--- src/rtl/z88_kbd_pkg.sv ---
// z88_kbd_pkg: shared definitions for the Z88 PS/2 keyboard front end.
//   - PS/2 set-2 scan-code constants (prefixes, BAT, overrun codes)
//   - receiver and decoder state encodings
//   - keymap lookup: {ext, code} -> {hit, matrix index 8*row+col}
package z88_kbd_pkg;

    localparam logic [7:0] SC_E0         = 8'hE0;
    localparam logic [7:0] SC_E1         = 8'hE1;
    localparam logic [7:0] SC_F0         = 8'hF0;
    localparam logic [7:0] SC_AA         = 8'hAA;
    localparam logic [7:0] SC_OVR_00     = 8'h00;
    localparam logic [7:0] SC_OVR_FF     = 8'hFF;
    localparam logic [7:0] SC_FAKE_SHIFT = 8'h12;

    // Bytes that follow E1 in the pause-key sequence
    localparam logic [2:0] PAUSE_SKIP = 3'd7;

    typedef enum logic [1:0] {
        RX_IDLE,
        RX_DATA,
        RX_PARITY,
        RX_STOP
    } rx_state_t;

    typedef enum logic [2:0] {
        DEC_BASE,
        DEC_E0,
        DEC_F0,
        DEC_E0F0,
        DEC_SKIP
    } dec_state_t;

    typedef struct packed {
        logic       hit;
        logic [5:0] idx;
    } key_hit_t;

    function automatic key_hit_t keymap(input logic ext, input logic [7:0] code);
        key_hit_t r;
        r = '0;
        case ({ext, code})
            {1'b0, 8'h1C}: r = {1'b1, 6'd30};  // A
            {1'b0, 8'h5A}: r = {1'b1, 6'd6};   // Enter
            {1'b0, 8'h12}: r = {1'b1, 6'd62};  // Left shift
            {1'b0, 8'h59}: r = {1'b1, 6'd63};  // Right shift
            {1'b0, 8'h29}: r = {1'b1, 6'd46};  // Space
            {1'b1, 8'h75}: r = {1'b1, 6'd55};  // Up
            {1'b1, 8'h72}: r = {1'b1, 6'd54};  // Down
            {1'b1, 8'h6B}: r = {1'b1, 6'd52};  // Left
            {1'b1, 8'h74}: r = {1'b1, 6'd53};  // Right
            default:       r = '0;
        endcase
        return r;
    endfunction

endpackage

--- src/rtl/ps2_rx.sv ---
// ps2_rx: PS/2 frame receiver in the mck domain.
//   mck        master clock
//   rin_n      asynchronous active-low reset
//   ps2_clk    raw PS/2 clock (asynchronous)
//   ps2_dat    raw PS/2 data (asynchronous)
//   rx_byte    last received data byte (valid while byte_stb is high)
//   byte_stb   one-cycle strobe for a frame with good start/parity/stop
//   frame_err  one-cycle pulse on bad start, parity, stop or timeout
module ps2_rx
    import z88_kbd_pkg::*;
#(
    parameter int unsigned FILT_LEN = 8,
    parameter int unsigned TIMEOUT  = 9830
) (
    input  logic       mck,
    input  logic       rin_n,
    input  logic       ps2_clk,
    input  logic       ps2_dat,
    output logic [7:0] rx_byte,
    output logic       byte_stb,
    output logic       frame_err
);

    localparam int unsigned FW = (FILT_LEN > 1) ? $clog2(FILT_LEN) : 1;
    localparam int unsigned TW = $clog2(TIMEOUT + 1);
    localparam logic [FW-1:0] FILT_LAST = FW'(FILT_LEN - 1);
    localparam logic [TW-1:0] TO_LAST   = TW'(TIMEOUT - 1);

    logic [1:0]    clk_sync, dat_sync;
    logic          clk_s, dat_s;
    logic          flt;
    logic [FW-1:0] flt_cnt;
    logic          fe;
    logic          timeout;

    rx_state_t     state, state_n;
    logic [2:0]    bit_cnt;
    logic [7:0]    shreg;
    logic          par;
    logic [TW-1:0] to_cnt;
    logic          stb_n, err_n;

    assign clk_s = clk_sync[1];
    assign dat_s = dat_sync[1];

    // Lines idle high, so synchronisers and filter reset to 1
    always_ff @(posedge mck or negedge rin_n) begin
        if (!rin_n) begin
            clk_sync <= '1;
            dat_sync <= '1;
        end else begin
            clk_sync <= {clk_sync[0], ps2_clk};
            dat_sync <= {dat_sync[0], ps2_dat};
        end
    end

    // flt_cnt counts consecutive samples differing from flt; on the
    // FILT_LEN-th such sample flt flips, and fe marks that cycle for 1->0.
    always_ff @(posedge mck or negedge rin_n) begin
        if (!rin_n) begin
            flt     <= 1'b1;
            flt_cnt <= '0;
        end else if (clk_s == flt) begin
            flt_cnt <= '0;
        end else if (flt_cnt == FILT_LAST) begin
            flt     <= clk_s;
            flt_cnt <= '0;
        end else begin
            flt_cnt <= flt_cnt + 1'b1;
        end
    end

    assign fe      = flt && !clk_s && (flt_cnt == FILT_LAST);
    assign timeout = (state != RX_IDLE) && (to_cnt == TO_LAST);

    always_comb begin
        state_n = state;
        stb_n   = 1'b0;
        err_n   = 1'b0;
        if (fe) begin
            case (state)
                RX_IDLE: begin
                    if (!dat_s) state_n = RX_DATA;
                    else        err_n   = 1'b1;
                end
                RX_DATA: begin
                    if (bit_cnt == 3'd7) state_n = RX_PARITY;
                end
                RX_PARITY: state_n = RX_STOP;
                RX_STOP: begin
                    state_n = RX_IDLE;
                    if (dat_s && (^{shreg, par})) stb_n = 1'b1;
                    else                          err_n = 1'b1;
                end
                default: state_n = RX_IDLE;
            endcase
        end else if (timeout) begin
            state_n = RX_IDLE;
            err_n   = 1'b1;
        end
    end

    always_ff @(posedge mck or negedge rin_n) begin
        if (!rin_n) begin
            state     <= RX_IDLE;
            byte_stb  <= 1'b0;
            frame_err <= 1'b0;
        end else begin
            state     <= state_n;
            byte_stb  <= stb_n;
            frame_err <= err_n;
        end
    end

    always_ff @(posedge mck or negedge rin_n) begin
        if (!rin_n) begin
            bit_cnt <= '0;
            shreg   <= '0;
            par     <= 1'b0;
            to_cnt  <= '0;
        end else begin
            if (fe) begin
                case (state)
                    RX_IDLE: bit_cnt <= '0;
                    RX_DATA: begin
                        shreg   <= {dat_s, shreg[7:1]};
                        bit_cnt <= bit_cnt + 1'b1;
                    end
                    RX_PARITY: par <= dat_s;
                    default: ;
                endcase
            end
            if (fe || timeout || state == RX_IDLE) to_cnt <= '0;
            else                                   to_cnt <= to_cnt + 1'b1;
        end
    end

    // shreg is stable from the stop bit until the next frame's first data bit
    assign rx_byte = shreg;

endmodule

--- src/rtl/ps2_kbmat.sv ---
// ps2_kbmat: PS/2 set-2 keyboard to Z88 64-bit key matrix.
//   mck        master clock (9.83 MHz)
//   rin_n      asynchronous active-low reset
//   ps2_clk    raw PS/2 clock
//   ps2_dat    raw PS/2 data
//   kbmat      key matrix, bit 8*row+col, 1 = held
//   key_evt    one-cycle pulse when any kbmat bit changes
//   frame_err  one-cycle pulse on a receive error
module ps2_kbmat
    import z88_kbd_pkg::*;
#(
    parameter int unsigned FILT_LEN = 8,
    parameter int unsigned TIMEOUT  = 9830
) (
    input  logic        mck,
    input  logic        rin_n,
    input  logic        ps2_clk,
    input  logic        ps2_dat,
    output logic [63:0] kbmat,
    output logic        key_evt,
    output logic        frame_err
);

    logic [7:0]  rx_byte;
    logic        byte_stb;

    dec_state_t  state, state_n;
    logic [2:0]  skip_cnt, skip_n;
    logic [63:0] kb_n;
    logic        evt_n;
    logic        do_key, make, ext;
    key_hit_t    hit;

    ps2_rx #(
        .FILT_LEN(FILT_LEN),
        .TIMEOUT (TIMEOUT)
    ) u_rx (
        .mck      (mck),
        .rin_n    (rin_n),
        .ps2_clk  (ps2_clk),
        .ps2_dat  (ps2_dat),
        .rx_byte  (rx_byte),
        .byte_stb (byte_stb),
        .frame_err(frame_err)
    );

    always_comb begin
        state_n = state;
        skip_n  = skip_cnt;
        do_key  = 1'b0;
        make    = 1'b0;
        ext     = 1'b0;
        kb_n    = kbmat;
        if (byte_stb) begin
            case (state)
                DEC_BASE: begin
                    if (rx_byte == SC_E0) begin
                        state_n = DEC_E0;
                    end else if (rx_byte == SC_F0) begin
                        state_n = DEC_F0;
                    end else if (rx_byte == SC_E1) begin
                        state_n = DEC_SKIP;
                        skip_n  = PAUSE_SKIP;
                    end else if (rx_byte == SC_AA || rx_byte == SC_OVR_00 ||
                                 rx_byte == SC_OVR_FF) begin
                        kb_n = '0;
                    end else begin
                        do_key = 1'b1;
                        make   = 1'b1;
                    end
                end
                DEC_E0: begin
                    if (rx_byte == SC_F0) begin
                        state_n = DEC_E0F0;
                    end else begin
                        state_n = DEC_BASE;
                        if (rx_byte != SC_FAKE_SHIFT) begin
                            do_key = 1'b1;
                            make   = 1'b1;
                            ext    = 1'b1;
                        end
                    end
                end
                DEC_F0: begin
                    state_n = DEC_BASE;
                    do_key  = 1'b1;
                end
                DEC_E0F0: begin
                    state_n = DEC_BASE;
                    do_key  = 1'b1;
                    ext     = 1'b1;
                end
                DEC_SKIP: begin
                    skip_n = skip_cnt - 1'b1;
                    if (skip_cnt == 3'd1) state_n = DEC_BASE;
                end
                default: state_n = DEC_BASE;
            endcase
        end
        hit = keymap(ext, rx_byte);
        if (do_key && hit.hit) kb_n[hit.idx] = make;
        // Typematic repeats and BAT with an empty matrix leave kb_n equal
        evt_n = (kb_n != kbmat);
    end

    always_ff @(posedge mck or negedge rin_n) begin
        if (!rin_n) begin
            state    <= DEC_BASE;
            skip_cnt <= '0;
            kbmat    <= '0;
            key_evt  <= 1'b0;
        end else begin
            state    <= state_n;
            skip_cnt <= skip_n;
            kbmat    <= kb_n;
            key_evt  <= evt_n;
        end
    end

endmodule

--- config.mk ---
export PLATFORM = sky130hd
export DESIGN_NAME = ps2_kbmat
export DESIGN_NICKNAME = d
export VERILOG_FILES = /design/src/rtl/z88_kbd_pkg.sv /design/src/rtl/ps2_rx.sv /design/src/rtl/ps2_kbmat.sv
export SDC_FILE = /design/constraint.sdc
export NUM_CORES = 1
export LEC_CHECK = 0
export CORE_ASPECT_RATIO = 1.25
export CORE_MARGIN = 8
export CORE_UTILIZATION = 50
export DETAILED_ROUTE_END_ITERATION = 8
export GPL_TIMING_DRIVEN = 0
export PLACE_DENSITY_LB_ADDON = 0.05
export SKIP_CTS_REPAIR_TIMING = 1
export SYNTH_ARGS = -nofsm -noshare
export SYNTH_HDL_FRONTEND = slang
export SYNTH_SLANG_ARGS = --single-unit
--- constraint.sdc ---
create_clock -name mck -period 3.9 [get_ports mck]
set_input_delay 0.39 -clock mck [delete_from_list [all_inputs] [get_ports mck]]
set_output_delay 0.39 -clock mck [all_outputs]
set_load 0.005 [all_outputs]
### After elaboration in Yosys (flattened, before gate mapping)

Cells that the tools add are included.

| storage, ports and cells | value |
|---|---|
| register bits | 109 |
| bits in latches | 0 |
| RAM bits | 0 |
| memory bits (read-only) | 0 |
| output and inout bits | 66 |
| word-level logic and storage cells | 134 |
| memories | 0 |

| cells by class | value |
|---|---|
| $add $sub $neg | 4 |
| multipliers | 0 |
| div/mod/pow operators | 0 |
| magnitude comparators | 2 |
| eq/ne operators | 35 |
| shifts and indexed selects | 0 |
| mux-type cells | 50 |
| bitwise operators | 1 |
| reduce and logical (&&, ||, !) cells | 27 |

Operators with widths:

| kind | number |
|---|---|
| $mux 64 | 7 |
| $bwmux 64 | 1 |
| $ne 64x64->1 | 1 |
| $pmux 7 s9 | 1 |
| $eq 8x8->1 const B | 5 |
| $eq 9x9->1 const B | 4 |
| $mux 3 | 9 |
| $eq 9x5->1 const B | 2 |
| $eq 9x7->1 const B | 2 |
| $mux 1 | 17 |
| $add 14x1->14 const B | 1 |
| $eq 14x14->1 const B | 1 |
| $mux 14 | 1 |
| $pmux 3 s2 | 2 |
| $mux 2 | 5 |
| $eq 3x3->1 const B | 3 |
| $eq 9x6->1 const B | 1 |
| $pmux 3 s3 | 1 |
| $reduce_xor 9->1 | 1 |
| $logic_not 8->1 | 1 |
| $ne 2x2->1 const B | 4 |
| $ne 8x5->1 const B | 1 |
| $pmux 2 s4 | 1 |
| $reduce_and 2->1 | 4 |
| 24 further kinds | 43 |

### Logic depth before layout (Yosys ltp)

Gate-level depths: netlist of the first run.

| depth | value |
|---|---|
| word-level depth | 14 |
| mapped depth | 9 |
| mapped depth without buffers | 8 |

### Hierarchy

A second synthesis of the first run with hierarchy kept.

| second synthesis, totals | value |
|---|---|
| cell total of the unflattened synthesis | 468 |
| area total of the unflattened synthesis | 5218.8 um2 |

By module, submodules not included:

| module | instances | cells each | area each (um2) |
|---|---|---|---|
| ps2_kbmat | 1 | 303 | 3314.4 |
| ps2_rx | 1 | 165 | 1904.3 |

### Least setup slack after synthesis of the first run

OpenSTA, ideal clock, no wires.

| path | value |
|---|---|
| path kind | flip-flop to flip-flop |
| from | reg u_rx.shreg[0] (netlist: u_rx.rx_byte[0]) |
| to | reg key_evt |
| setup time | 0.139 ns |
| arrival | 2.091 ns |
| path slack | 1.671 ns |
| stages on the path, launching flop included | 9 |
| buffers on the path | 1 |
| cell sequence | dfrtp_1 -> buf_4 -> nor4b_2 -> o21ai_0 -> o2111ai_1 -> mux2i_1 -> nor4_1 -> a2bb2oi_1 -> or4_1 |

| between the ends | value |
|---|---|
| longest elaborated chain between the ends | 14 |

Ends and longest elaborated chain:

| item | RTL line | source |
|---|---|---|
| start: declaration | ps2_rx.sv:38 | `logic [7:0] shreg;` |
| start signal: assignment | ps2_rx.sv:126 | `shreg <= {dat_s, shreg[7:1]};` |
| $ne 8x5->1 | ps2_kbmat.sv:77 | `if (rx_byte != SC_FAKE_SHIFT) begin` |
| $mux 1 | ps2_kbmat.sv:77 |  |
| $mux 1 | ps2_kbmat.sv:73 | `if (rx_byte == SC_F0) begin` |
| $pmux 1 s2 | ps2_kbmat.sv:55 | `case (state)` |
| $mux 1 | ps2_kbmat.sv:54 | `if (byte_stb) begin` |
| $eq 9x9->1 (tied with other cells) | z88_kbd_pkg.sv:41 | `case ({ext, code})` |
| $pmux 7 s9 | z88_kbd_pkg.sv:41 |  |
| $lt 6x7->1 (not written as such) or $ge 6x1->1 (tied branches) | ps2_kbmat.sv:101 | `if (do_key && hit.hit) kb_n[hit.idx] = make;` |
| $logic_and 1x1->1 (not written as such) | ps2_kbmat.sv:101 |  |
| $mux 1 (not written as such) | ps2_kbmat.sv:101 |  |
| $demux 1 s6 | ps2_kbmat.sv:101 |  |
| $bwmux 64 | ps2_kbmat.sv:101 |  |
| $mux 64 (*) | ps2_kbmat.sv:101 |  |
| $ne 64x64->1 (*) | ps2_kbmat.sv:103 | `evt_n = (kb_n != kbmat);` |
| named net evt_n | ps2_kbmat.sv:30 | `logic evt_n;` |
| end signal: assignment | ps2_kbmat.sv:116 | `key_evt <= evt_n;` |
| end: declaration | ps2_kbmat.sv:20 | `output logic key_evt,` |

The timed path passes the listed nets; every way through them passes the cells marked *.
A chain may end at the register's enable or synchronous reset.

### Final worst setup path of the first run

| path | value |
|---|---|
| from | reg u_rx.shreg[3] (netlist: u_rx.rx_byte[3]) |
| to | reg key_evt |

Same word-level chain as after synthesis.

==> out/metrics.yaml, run 1 <==
yosys.cell_types.count: 64
ir_drop_mv: 0.2611
gr-total-overflow: 0
core_um2: 9952
clk_pin_slew_worst_paths_ps: 80
internal_power_mw: 1.624
fin_util_pct: 62.37
antenna_found_initial: 0
grtUsageMet1_pct: 20.07
maxSlewHeadroom_pct: 56.31
timing.final.crit_share_pct: 66.59
hold_violations: 0
drtIter0Drc: 89
yosysMostFrequentCell: "dfrtp_1"
power_density_nw_per_um2: 333.3
critPathRequiredTime_ps: 4110
maxSlewViolCount: 0
cts_tree: "yes"
grt.met3_usage_pct: 3.622
ys.flop_type: "dfrtp_1"
setup_viol: 0
dp_hpwl_um: 8201
grt_first_pass_wirelength_um: 19040
wl_um: 11020
ant_nets: 0
grt_pass1_vias: 3806
end_kind: "register"
fin_area_um2: 6207
seqPwrFrac_pct: 55.7
clkLatencyLatePin_ps: 350
top_usage_layer: "met2"
avgSynthCellArea_um2: 11.01
grt_use_met2_pct: 30.16
leakage_nw: 2.769
die_h_um: 128.3
first_pass_iters: 4
total_power_mw: 2.069
path_max_fanout: 10
yosys_warnings: 0
port_buffers: 69
vias_per_cell: 5.407
maxCapViolCount: 0
wl_per_cell_um: 16.37
final_layout_size_suffix_gt1_share_pct: 11.58
grt_max_degree: 59
synthArstFlopShare_pct: 100.0
cts.sinks: 109
finalCriticalPeriod_ps: 2597
synth_seq_area_share_pct: 54.20
start_util_pct: 50.68
r2r_cells: 8
p_clk_share_pct: 42.0
drc: 0
diodes: 0
worstMarginPinSlew_ps: 655.4
skew_ps: 10.76
rsz0062_at_grt: "false"
synth_top_area_share_pct: 51.60
htree_num_levels: 3
yosys.area.top_type: "dfrtp_1"
cts-root-buf: "clkbuf_16"
arrival_ps: 2810
gp_congestion: 0.8342
fp.dieArea_um2: 13580
synth_common_cells: "104 x dfrtp_1, 57 x and2_1, 30 x nor2_1, 25 x nand2_1, 20 x nor4_1"
synth_enable_flop_cells: 0
numCtsBuffers: 9
synth-seq-cells: 109
cts_buffer_depth: 2
p_comb_share_pct: 2.3
max_clock_freq_ghz: 0.3850
synth_area_leaders: "dfrtp_1 52%, and2_1 7.1%, ha_1 3.2%"
switching_share_pct: 21.53
worstSetupPathType: "register to register"
finalSetupTns_ps: 0
rows: 41
ios: 70
vias: 3639
synthCells: 458
die_width_um: 105.8
syn-num-nets: 475
place_area_um2: 5921
layout.nets: 556
status: "finished, final reports clean"
switching_power_mw: 0.4455
fillCellCount: 831
areaGrowthSynthToFinish_pct: 23.07
cp-start-kind: "register"
grtUsageTotal_pct: 17.31
mappedNetlistArea_um2: 5044
hold_path_class: "input pin to asynchronous set/reset pin"
-- per-layer routing --
| layer | share of wire [%] | routed length [µm] |
|---|---|---|
| met5 | 0 | 0 |
| met4 | 1.9 | 208 |
| met3 | 3.6 | 399 |
| met2 | 50 | 5520 |
| met1 | 44 | 4890 |
-- metrics by stage --
step | worst slack (ps) | std cells | hold WS, ps
6_report | 1303 | 673 | 67.90
5_1_grt | 1146 | 673 | 133.8
4_1_cts | 1308 | 673 | 90.28
3_5_place_dp | 1324 | 657 | 347.5
3_3_place_gp | -1581 | 656 | 346.6
2_1_floorplan | 1671 | 458 | 94.41
-- final timing paths --
| check | from | to | slack [ps] |
|---|---|---|---|
| min in group mck | u_rx.clk_sync[0] | u_rx.clk_sync[1] | 360 |
| setup / recovery | u_rx.rx_byte[3] | key_evt | 1300 |
| hold / removal | rin_n | kbmat[39] | 70 |
| hold reg to reg | u_rx.clk_sync[0] | u_rx.clk_sync[1] | 360 |
| max in group asynchronous | rin_n | u_rx.clk_sync[1] | 3060 |
| setup reg to reg | u_rx.rx_byte[3] | key_evt | 1300 |
-- critical path: stages, from the launching register on --
cell and delay (ps):
dfrtp_1 400, buf_2 200, nor4b_2 310, o21ai_0 210
o2111ai_1 320, mux2i_1 280, nor4_1 80, a2bb2oi_1 150
or4_1 500
-- power by group through the flow --
stage | sequential [mW] | combinational, mW | clock [mW]
floorplan | 1.17 | 0.0186 | 0
global placement | 1.17 | 0.0456 | 0
detailed placement | 1.17 | 0.0508 | 0
CTS | 1.15 | 0.0505 | 0.897
global route | 1.15 | 0.0594 | 0.937
finish | 1.15 | 0.0482 | 0.868
-- cell type report --
cell class | count | area [µm²] | share of cell area (%)
tap | 129 | 161.4 | 2.600
sequential | 109 | 2734 | 44.04
clock inverter | 5 | 43.79 | 0.7055
buffer | 22 | 118.9 | 1.915
timing repair buffer | 70 | 715.7 | 11.53
clock buffer | 11 | 242.7 | 3.911
multi-input combinational | 309 | 2123 | 34.21
inverter | 18 | 67.56 | 1.088
-- placed cells by master (no fill, tap or decap), drive strengths merged, types with 3 or more instances in the layout --
| master | count |
|---|---|
| a32o | 3 |
| or3 | 4 |
| dfstp | 5 |
| nor4 | 20 |
| nand2 | 25 |
| and2 | 57 |
| nand4 | 9 |
| nor3b | 4 |
| inv | 20 |
| nand3 | 14 |
| ha | 13 |
| and3 | 5 |
| a21oi | 6 |
| clkbuf | 22 |
| dfrtp | 104 |
| o31ai | 6 |
| mux2 | 11 |
| xor2 | 8 |
| clkdlybuf4s50 | 68 |
| nor2b | 3 |
| o21a | 3 |
| o22ai | 4 |
| o21ai | 15 |
| nor3 | 9 |
| nand2b | 4 |
| and3b | 3 |
| a31oi | 4 |
| nor2 | 30 |
| o211ai | 4 |
| buf | 13 |
| mux2i | 4 |
| xnor2 | 12 |
-- flip-flops by register name (all words and copies together) (netlist names) --
| name | count |
|---|---|
| kbmat | 64 |
| u_rx.dat_sync | 2 |
| key_evt | 1 |
| u_rx.flt_cnt | 3 |
| u_rx.rx_byte | 8 |
| u_rx.clk_sync | 2 |
| u_rx.frame_err | 1 |
| u_rx.to_cnt | 14 |
| u_rx.bit_cnt | 3 |
| u_rx.flt | 1 |
| u_rx.state | 2 |
| u_rx.byte_stb | 1 |
| skip_cnt | 3 |
| u_rx.par | 1 |
| state | 3 |
-- cell families after synthesis --
| group | share of synthesized area [%] |
|---|---|
| muxes | 3.324 |
| xor gates and xnor gates | 3.473 |
| DFF | 54.21 |
| buffers and inverters | 3.696 |
| adders and majority gates | 3.225 |
| and+or+nand+nor | 23.91 |
| AOI/OAI and AO/OA | 8.162 |
Note: power is estimated with default switching activity, not from simulation.
==> inputs of run 2 (changes only) <==
- CORE_UTILIZATION: 50 -> 49
- clock period: 3.9 -> 2.35 ns (I/O delays scaled with it)
==> out/metrics.yaml, run 2 (same netlist as run 1, synthesis figures left out) <==
status: "finished, violations left"
violations: "setup timing"
final_layout_size_suffix_gt1_share_pct: 16.91  # +5.3 points
ant_nets: 0  # unchanged
fillCellCount: 808  # -2.8%
grt_max_degree: 69  # +17%
max_stage_delay_ps: 470  # -30 ps
maxSlewHeadroom_pct: 63.64  # +7.3 points
dp_hpwl_um: 7982  # -2.7%
areaGrowthSynthToFinish_pct: 28.43
place_area_um2: 5921  # unchanged
hold_violations: 0  # unchanged
cts.sinks: 109  # unchanged
skew_ps: 6.693  # -4.072 ps
critPathRequiredTime_ps: 2570  # -1540 ps
layout_setup_ws_ps: -86.35  # -1389 ps
ir_drop_mv: 0.4740  # +82%
clk_pin_slew_worst_paths_ps: 70  # about the same
antenna_found_initial: 0  # unchanged
path_cells: "buf_6 -> nor4b_4 -> o21ai_2 -> o2111ai_2 -> mux2i_2 -> or3_4 -> nor3_2 -> or4_1"
hold_path_class: "input pin to register"
start_util_pct: 50.16  # -0.52 points
wl_per_cell_um: 16.51  # +0.84%
timing.final.crit_share_pct: 103.7  # +37 points
maxSlewViolCount: 0  # unchanged
clkLatencyLatePin_ps: 350  # about the same
vias_per_cell: 5.355  # -0.97%
htree_num_levels: 3  # unchanged
max_clock_freq_ghz: 0.4105  # +6.6%
port_buffers: 69  # unchanged
grt_first_pass_wirelength_um: 18320  # -3.8%
finalCriticalPeriod_ps: 2436  # -160.8 ps
numCtsBuffers: 9  # unchanged
multiInputGateArea_um2: 2218  # +4.5%
end_kind: "register"
place_ws_ps: -165.1  # -1489 ps
total_power_mw: 3.644  # +76%
layout_commonest_cell: "dfrtp_1"
fp.dieArea_um2: 13820  # +1.8%
die_h_um: 129.4  # +0.89%
worstSetupPathType: "register to register"
core_um2: 10050  # +1.0%
crit_slowest_cell: "or4_1"
worstMarginPinSlew_ps: 545.4  # -110.1 ps
grtUsageTotal_pct: 16.62  # -0.69 points
rsz0062_at_grt: "true"
maxCapViolCount: 0  # unchanged
gr-total-overflow: 0  # unchanged
finalSetupTns_ps: -86.35  # -86.35 ps
die_width_um: 106.7  # +0.86%
largest_reg_flops: 64  # unchanged
cp-start-kind: "register"
cts_buffer_depth: 2  # unchanged
drtIter0Drc: 141  # +58%
stdcell_count: 685  # +1.8%
regMostFlops: "kbmat"
ios: 70  # unchanged
fin_area_um2: 6477  # +4.4%
cts-root-buf: "clkbuf_16"
power_density_nw_per_um2: 562.6  # +69%
setup_viol: 1  # +1
arrival_ps: 2650  # -160 ps
dp_cells: 657  # unchanged
cts_tree: "yes"
drc: 0  # unchanged
wl_um: 11310  # +2.6%
gp_congestion: 0.8655  # +3.8%
cp_top_family: "simple AND/OR/NAND/NOR gates"
rows: 41  # unchanged
first_pass_iters: 4  # unchanged
leakage_nw: 2.871  # +3.7%
vias: 3668  # +0.80%
layout.nets: 568  # +2.2%
grt_pass1_vias: 3663  # -3.8%
seqCellArea_um2: 2739  # +0.18%
path_max_fanout: 7  # -3
diodes: 0  # unchanged
crit_buf_inv: 1  # unchanged
most-common-layout-cells: "100 x dfrtp_1, 68 x clkdlybuf4s50_1, 57 x and2_1"
==> run 2: cell types whose count changed in the layout (fill, tap and decap cells not counted), sizes merged <==
| cell | delta |
|---|---|
| buf | +12 |
| clkbuf | -3 |
| bufinv | +2 |
| inv | +2 |
| clkinv | -1 |
| clkinvlp | -1 |
| dlygate4sd3 | +1 |
==> run 2: report_power, final <==
part | internal [mW] | switching (mW) | total, mW | leakage [nW]
combinational | 0.0297 | 0.0522 | 0.0819 | 1.21
clock | 0.951 | 0.699 | 1.65 | 0.163
sequential | 1.90 | 0.0102 | 1.91 | 1.50
==> run 2: worst paths after layout <==
path                       cells past startpoint             start  slack [ps]                to
max                                            8   u_rx.rx_byte[3]         -90           key_evt
min                                            1           ps2_dat         290  u_rx.dat_sync[0]
max reg2reg                                    8   u_rx.rx_byte[3]         -90           key_evt
min reg2reg                                    0  u_rx.clk_sync[0]         360  u_rx.clk_sync[1]
max in group asynchronous                      3             rin_n        1170  u_rx.clk_sync[0]
min in group asynchronous                      2             rin_n         420         kbmat[26]
==> run 2: metrics by stage <==
stage	util [%]	hold slack, ps
final	64.42	289.6
after CTS	62.15	-118.2
after global routing	64.42	295.3
after global placement	58.64	346.8
after floorplan	-	-60.59
after detailed placement	58.89	263.4
==> run 2: layer usage <==
metal | track usage [%] | vias to the layer above | routed length (µm)
li1 | - | 1783 | -
met1 | 20.26 | 1798 | 4990
met2 | 27.70 | 75 | 5608
met3 | 4.322 | 12 | 543
met4 | 6.141 | 0 | 167
met5 | 0 | - | 0
==> run 2: worst register-to-register path: cells and delay by family, from the launching register on <==
family	cells	cell delay [ps]
AND/OR/NAND/NOR	4	1030
flip-flops	1	400
AO/OA/AOI/OAI	2	390
multiplexers	1	330
buffers and inverters	1	150
==> run 2: layout make-up <==
cell class                      count  share of cell area, %
Sequential cell                   109                  42.28
Multi-Input combinational cell    309                  34.25
Tap cell                          129                  2.492
Inverter                           18                  1.043
Clock buffer                        9                  3.477
Buffer                             21                  2.086
Timing Repair Buffer               83                  12.79
Clock inverter                      7                  1.584
